**config.mk**
```make
export PLATFORM = sky130hd
export DESIGN_NAME = uart_readback_tx_flat
export DESIGN_NICKNAME = d
export VERILOG_FILES = /design/src/rtl/uart_readback_tx_if.sv /design/src/rtl/uart_readback_tx.sv /design/src/flat_wrapper.sv
export SDC_FILE = /design/constraint.sdc
export NUM_CORES = 1
export LEC_CHECK = 0
export ABC_AREA = 1
export BUFFER_PORTS_ARGS = -buffer_cell sky130_fd_sc_hd__buf_2
export CAP_MARGIN = 0
export CORE_ASPECT_RATIO = 1.1
export CORE_MARGIN = 3
export CORE_UTILIZATION = 59
export DETAILED_ROUTE_END_ITERATION = 10
export PLACE_DENSITY_LB_ADDON = 0.1
export SLEW_MARGIN = 10
export SYNTH_ARGS = -nofsm -noshare
export SYNTH_HDL_FRONTEND = slang
export SYNTH_SLANG_ARGS = --single-unit
```
**constraint.sdc**
```tcl
create_clock -name clk -period 2.3 [get_ports clk]
set_input_delay 0.23 -clock clk [delete_from_list [all_inputs] [get_ports clk]]
set_output_delay 0.23 -clock clk [all_outputs]
set_load 0.03 [all_outputs]
```
**src/rtl/uart_readback_tx_if.sv**
```systemverilog
// Request and byte-level uart_tx handshake bundle for the readback reply path.
// The master modport is the environment side; the slave modport is the reply engine.
interface uart_readback_tx_if;
    logic       req_valid_i;
    logic [7:0] req_code_i;
    logic       req_ready_o;
    logic [7:0] tx_data_o;
    logic       tx_enable_o;
    logic       tx_busy_i;

    modport master (
        output req_valid_i, req_code_i, tx_busy_i,
        input  req_ready_o, tx_data_o, tx_enable_o
    );

    modport slave (
        input  req_valid_i, req_code_i, tx_busy_i,
        output req_ready_o, tx_data_o, tx_enable_o
    );
endinterface

```
**src/rtl/uart_readback_tx.sv**
```systemverilog
// Glitcher readback reply engine: snapshots the configuration on a request and
// streams a framed reply (header, payload MSB-first, XOR checksum) into uart_tx.
module uart_readback_tx #(
    parameter logic [7:0]  VERSION     = 8'h01,
    parameter int unsigned ACK_TIMEOUT = 8
) (
    input  logic                    clk,
    input  logic                    rst_n,
    uart_readback_tx_if.slave       bus,
    input  logic [15:0]             delay_i,
    input  logic [7:0]              width_i,
    input  logic [7:0]              num_pulses_i,
    input  logic [15:0]             pulse_spacing_i,
    input  logic [15:0]             reset_length_i,
    output logic                    err_o
);
    localparam int unsigned BUF_DEPTH = 10;
    localparam int unsigned PAY_MAX   = 8;
    localparam int unsigned IDX_W     = 4;
    localparam int unsigned TMO_W     = (ACK_TIMEOUT > 2) ? $clog2(ACK_TIMEOUT) : 1;

    typedef enum logic [1:0] {IDLE, SEND, WAIT_HI, WAIT_LO} state_t;

    state_t           state;
    logic [7:0]       frame [BUF_DEPTH];
    logic [IDX_W-1:0] len;
    logic [IDX_W-1:0] idx;
    logic [TMO_W-1:0] tmo;

    logic [7:0]       pay [PAY_MAX];
    logic [IDX_W-1:0] pay_len;
    logic             known;
    logic [7:0]       chk;
    logic [7:0]       ld_buf [BUF_DEPTH];
    logic [IDX_W-1:0] ld_len;

    // Frame image built from the live inputs; captured only at the accept edge.
    always_comb begin
        for (int i = 0; i < int'(PAY_MAX); i++) pay[i] = 8'h00;
        for (int i = 0; i < int'(BUF_DEPTH); i++) ld_buf[i] = 8'h00;
        pay_len = '0;
        known   = 1'b1;
        case (bus.req_code_i)
            8'h44: begin
                pay[0] = delay_i[15:8]; pay[1] = delay_i[7:0]; pay_len = IDX_W'(2);
            end
            8'h57: begin pay[0] = width_i;      pay_len = IDX_W'(1); end
            8'h4E: begin pay[0] = num_pulses_i; pay_len = IDX_W'(1); end
            8'h53: begin
                pay[0] = pulse_spacing_i[15:8]; pay[1] = pulse_spacing_i[7:0]; pay_len = IDX_W'(2);
            end
            8'h52: begin
                pay[0] = reset_length_i[15:8]; pay[1] = reset_length_i[7:0]; pay_len = IDX_W'(2);
            end
            8'h41: begin
                pay[0] = delay_i[15:8];         pay[1] = delay_i[7:0];
                pay[2] = width_i;               pay[3] = num_pulses_i;
                pay[4] = pulse_spacing_i[15:8]; pay[5] = pulse_spacing_i[7:0];
                pay[6] = reset_length_i[15:8];  pay[7] = reset_length_i[7:0];
                pay_len = IDX_W'(8);
            end
            8'h56: begin pay[0] = VERSION; pay_len = IDX_W'(1); end
            default: known = 1'b0;
        endcase

        // Unused payload slots are zero, so folding all of them is harmless.
        chk = bus.req_code_i;
        for (int i = 0; i < int'(PAY_MAX); i++) chk = chk ^ pay[i];

        if (known) begin
            ld_buf[0] = bus.req_code_i;
            for (int i = 0; i < int'(PAY_MAX); i++) begin
                if (IDX_W'(i) < pay_len) ld_buf[i+1] = pay[i];
            end
            for (int i = 1; i < int'(BUF_DEPTH); i++) begin
                if (IDX_W'(i) == pay_len + IDX_W'(1)) ld_buf[i] = chk;
            end
            ld_len = pay_len + IDX_W'(2);
        end else begin
            ld_buf[0] = 8'h3F;
            ld_len    = IDX_W'(1);
        end
    end

    // Reply sequencer with registered handshake outputs.
    always_ff @(posedge clk or negedge rst_n) begin
        if (!rst_n) begin
            state           <= IDLE;
            bus.req_ready_o <= 1'b1;
            bus.tx_enable_o <= 1'b0;
            bus.tx_data_o   <= 8'h00;
            err_o           <= 1'b0;
            len             <= '0;
            idx             <= '0;
            tmo             <= '0;
            for (int i = 0; i < int'(BUF_DEPTH); i++) frame[i] <= 8'h00;
        end else begin
            bus.tx_enable_o <= 1'b0;
            err_o           <= 1'b0;
            case (state)
                IDLE: begin
                    if (bus.req_valid_i) begin
                        frame           <= ld_buf;
                        len             <= ld_len;
                        idx             <= '0;
                        state           <= SEND;
                        bus.req_ready_o <= 1'b0;
                    end
                end
                SEND: begin
                    if (!bus.tx_busy_i) begin
                        bus.tx_data_o   <= frame[idx];
                        bus.tx_enable_o <= 1'b1;
                        tmo             <= '0;
                        state           <= WAIT_HI;
                    end
                end
                WAIT_HI: begin
                    if (bus.tx_busy_i) begin
                        state <= WAIT_LO;
                    end else if (tmo == TMO_W'(ACK_TIMEOUT - 1)) begin
                        err_o           <= 1'b1;
                        state           <= IDLE;
                        bus.req_ready_o <= 1'b1;
                    end else begin
                        tmo <= tmo + TMO_W'(1);
                    end
                end
                WAIT_LO: begin
                    if (!bus.tx_busy_i) begin
                        if (idx == len - IDX_W'(1)) begin
                            state           <= IDLE;
                            bus.req_ready_o <= 1'b1;
                        end else begin
                            idx   <= idx + IDX_W'(1);
                            state <= SEND;
                        end
                    end
                end
                default: begin
                    state           <= IDLE;
                    bus.req_ready_o <= 1'b1;
                end
            endcase
        end
    end
endmodule

```
**src/flat_wrapper.sv**
```systemverilog
// flat-port wrapper written by rule: the top's interface ports become plain ports
module uart_readback_tx_flat 
#(
    parameter logic [7:0]  VERSION     = 8'h01,
    parameter int unsigned ACK_TIMEOUT = 8
)
  (clk, rst_n, delay_i, width_i, num_pulses_i, pulse_spacing_i, reset_length_i, err_o, bus_req_valid_i, bus_req_code_i, bus_tx_busy_i, bus_req_ready_o, bus_tx_data_o, bus_tx_enable_o);
  uart_readback_tx_if bus_i ();
  input  logic clk;
  input  logic rst_n;
  input  logic [15:0] delay_i;
  input  logic [7:0] width_i;
  input  logic [7:0] num_pulses_i;
  input  logic [15:0] pulse_spacing_i;
  input  logic [15:0] reset_length_i;
  output logic err_o;
  input wire logic [$bits(bus_i.req_valid_i)-1:0] bus_req_valid_i;
  input wire logic [$bits(bus_i.req_code_i)-1:0] bus_req_code_i;
  input wire logic [$bits(bus_i.tx_busy_i)-1:0] bus_tx_busy_i;
  output wire logic [$bits(bus_i.req_ready_o)-1:0] bus_req_ready_o;
  output wire logic [$bits(bus_i.tx_data_o)-1:0] bus_tx_data_o;
  output wire logic [$bits(bus_i.tx_enable_o)-1:0] bus_tx_enable_o;
  assign bus_i.req_valid_i = bus_req_valid_i;
  assign bus_i.req_code_i = bus_req_code_i;
  assign bus_i.tx_busy_i = bus_tx_busy_i;
  assign bus_req_ready_o = bus_i.req_ready_o;
  assign bus_tx_data_o = bus_i.tx_data_o;
  assign bus_tx_enable_o = bus_i.tx_enable_o;
  uart_readback_tx #(.VERSION(VERSION), .ACK_TIMEOUT(ACK_TIMEOUT)) u_core (.clk(clk), .rst_n(rst_n), .bus(bus_i), .delay_i(delay_i), .width_i(width_i), .num_pulses_i(num_pulses_i), .pulse_spacing_i(pulse_spacing_i), .reset_length_i(reset_length_i), .err_o(err_o));
endmodule
```
==> metrics.txt <==
router iterations before antenna repair 5; syn_nets 1022; Setup Buffers After CTS 0; routed wire length 20.3 mm; Synth Cell Area roughly 0.0066 mm^2; Worst Max-Slew Pin Slew 889 ps; Die Ht 117 um; IO Pins 87; max-slew violations 0; Hold Fails Final Rpt 0; number of flops mapped to enable cells by yosys 0; number of synthesized register bits 104; Adder-Cell Fraction of Synth Area 0.759%; post-synthesis mux area share 0%; core area 0.0106 mm^2; CP Data Required Time 2580 ps; Max Clk Rate a little over 0.5 GHz; # hold bufs at CTS 1; commonest non-fill, non-tap cell in the layout nand2_1; Leak Pwr 3.93 nW; warnings from Yosys 0; Power Total 6.03 mW; DIE WIDTH 107 um; area grow syn2layout 15.8%; largest net degree at the start of global routing 57; clock root buffer master clkbuf_16; Filler Cells Inserted 949; site row count 39; Vias 6827; Max Cap Viol 0; worst hold path type input port to flip-flop; Clock transition at path regs 70 ps; CTS tree yes; Initial Utilization just over 60%; Yosys cell types 43; vias per cell 5.77; number of buffers created by CTS 9; Critical Path Fanout Max 5; Routed wire per std cell 17.2 um; initial DRC count 674; Antenna Diode Count 0; layout cells sized above 1 15.9%; sequential element share of the synthesized area 39.5%; first-pass GRT wire length 32.4 mm; CP Data Arrival Time around 2300 ps; Critical Path End Type flip-flop; largest family of logic cells by synthesized area simple AND/OR/NAND/NOR gates; clock skew 7.74 ps; max_slew headroom 40.3%; most frequent cells in the layout nand2_1 (257), inv_1 (121), dfrtp_1 (103); Port Buffers 86; DRC 0; Mapped Cells 942; clock tree buffer depth 2; Final Setup Violations 0; DPL Wire Length 14.6 mm; nets@finish 1116; Routed Antenna Nets 0; pwr dens 789 mW/mm^2; Tmin final 1970 ps; GRT Util Overall around a third; status completed; average cell area after synthesis 7.00 um^2; vias in the first global route 6236; Synth Area in Simple Gates between 30% and 40%; H-tree depth 3; crit path launch type flip-flop; GP Congestion 1.01; RSZ-0062 raised after global routing false; total grt overflow 0; Max IR drop VDD 0.489 mV; Async SR Flop Fraction 100%; fin crit share about 86%; WS Path Type flip-flop to flip-flop; initial antenna violation count 0; setup TNS 0 ps; area share of xor/xnor cells in the synthesized design 2.52%; clk sinks 104; Die Area approximately 0.012 mm^2; Skew-Pair Late Insertion Delay between 300 and 400 ps; ys flop type dfrtp_1; post-synthesis compound-gate area fraction 16.7%; Resized cells post-CTS 0
==> cell usage after synthesis (2+ instances only) <==
| library cell | number | area [um^2] |
|---|---|---|
| buf_2 | 6 | 30.0 |
| a21boi_0 | 2 | 15.0 |
| nand3b_1 | 5 | 37.5 |
| buf_4 | 3 | 22.5 |
| nor3_1 | 4 | 20.0 |
| nand3_2 | 2 | 20.0 |
| nand2_1 | 258 | 968 |
| xnor2_1 | 10 | 87.6 |
| ha_1 | 4 | 50.1 |
| o211ai_1 | 9 | 67.6 |
| or2_2 | 3 | 18.8 |
| o21ai_1 | 13 | 65.1 |
| nand3_1 | 97 | 485 |
| nand4_1 | 5 | 31.3 |
| a22o_1 | 2 | 17.5 |
| nand2_2 | 6 | 37.5 |
| a2bb2oi_1 | 8 | 70.1 |
| clkinv_1 | 2 | 7.51 |
| a21oi_1 | 44 | 220 |
| clkbuf_1 | 23 | 86.3 |
| nor2_4 | 4 | 45.0 |
| o22ai_1 | 21 | 131 |
| nor2_2 | 3 | 18.8 |
| o21ai_0 | 93 | 465 |
| a31oi_1 | 3 | 18.8 |
| nand2_4 | 5 | 56.3 |
| buf_6 | 3 | 33.8 |
| buf_1 | 2 | 7.51 |
| inv_1 | 121 | 454 |
| nor2_1 | 58 | 218 |
| xor2_1 | 9 | 78.8 |
| dfrtp_1 | 103 | 2580 |
==> area by class of cell <==
cell class              count  area [um^2]  share of cell area [%]
multi-input cells         675         3330                    43.6
flip-flops and latches    104         2600                    34.1
repair buffers            120          716                    9.37
inverters                 126          489                    6.41
clock buffers              11          243                    3.18
well taps                 143          179                    2.34
clock inverters             5         80.1                    1.05
==> flip-flops by register name, indices dropped and copies added (netlist names) <==
signal and flops:
u_core.bus.tx_enable_o 1, u_core.tmo 3, u_core.err_o 1, u_core.bus.tx_data_o 8, u_core.len 4, u_core.bus.req_ready_o 1
u_core.idx 4, u_core.frame 80, u_core.state 2
==> stage by stage <==
| step | hold slack (ps) | cell area, um^2 | setup WS [ps] | instances | utilization (%) |
|---|---|---|---|---|---|
| 2_1_floorplan | -65.6 | 6600 | 660 | 942 | - |
| 3_3_place_gp | 192 | 7300 | 212 | 1167 | 68.7 |
| 3_5_place_dp | 194 | 7300 | 187 | 1167 | 68.7 |
| 4_1_cts | 130 | 7640 | 346 | 1184 | 71.8 |
| 5_1_grt | 142 | 7640 | 135 | 1184 | 71.8 |
| 6_report | 134 | 7640 | 331 | 1184 | 71.8 |
==> routing by layer <==
layer	vias up	track usage (%)	part of all wire, %
met3	53	5.70	10
li1	3256	-	-
met5	-	0	0
met2	387	55.8	47
met1	3131	45.1	40
met4	0	11.6	3.2
==> where the power goes <==
| group | internal [mW] | switching [mW] |
|---|---|---|
| Sequential | 2.02 | 0.135 |
| Clock | 0.983 | 0.686 |
| Combinational | 0.724 | 1.48 |
==> path summary, 6_finish.rpt <==
| check | from | endpoint | slack (ps) | cells after the start |
|---|---|---|---|---|
| worst max-delay path | u_core.len[0]$_DFFE_PN0P_ | u_core.idx[2]$_DFFE_PN0P_ | 330 | 13 |
| worst min-delay path | pulse_spacing_i[1] | u_core.frame[25]$_DFFE_PN0P_ | 130 | 3 |
| worst max register to register | u_core.len[0]$_DFFE_PN0P_ | u_core.idx[2]$_DFFE_PN0P_ | 330 | 13 |
| worst min register to register | u_core.frame[56]$_DFFE_PN0P_ | u_core.frame[56]$_DFFE_PN0P_ | 480 | 2 |
| max in group asynchronous | rst_n | u_core.bus.req_ready_o$_DFFE_PN1P_ | 1300 | 3 |
| min in group asynchronous | rst_n | u_core.tmo[1]$_DFFE_PN0P_ | 360 | 2 |
==> logic make-up after synthesis <==
logic type	count (synthesis)
fa+ha+maj	4
buf+inv	163
simple gates	453
compound gates	199
xor+xnor	19
flops	104
==> critical path, cell delays in order, from the launching register on <==
cell	delay [ps]
dfrtp_1	350
inv_1	80
ha_1	210
xnor2_1	200
xor2_1	220
nor2_1	60
nand2_1	70
nand2_1	80
nand2_1	70
nand2_1	80
inv_1	130
nand2_1	80
a21oi_1	120
o21a_1	140
(Power assumes the default switching activity.)
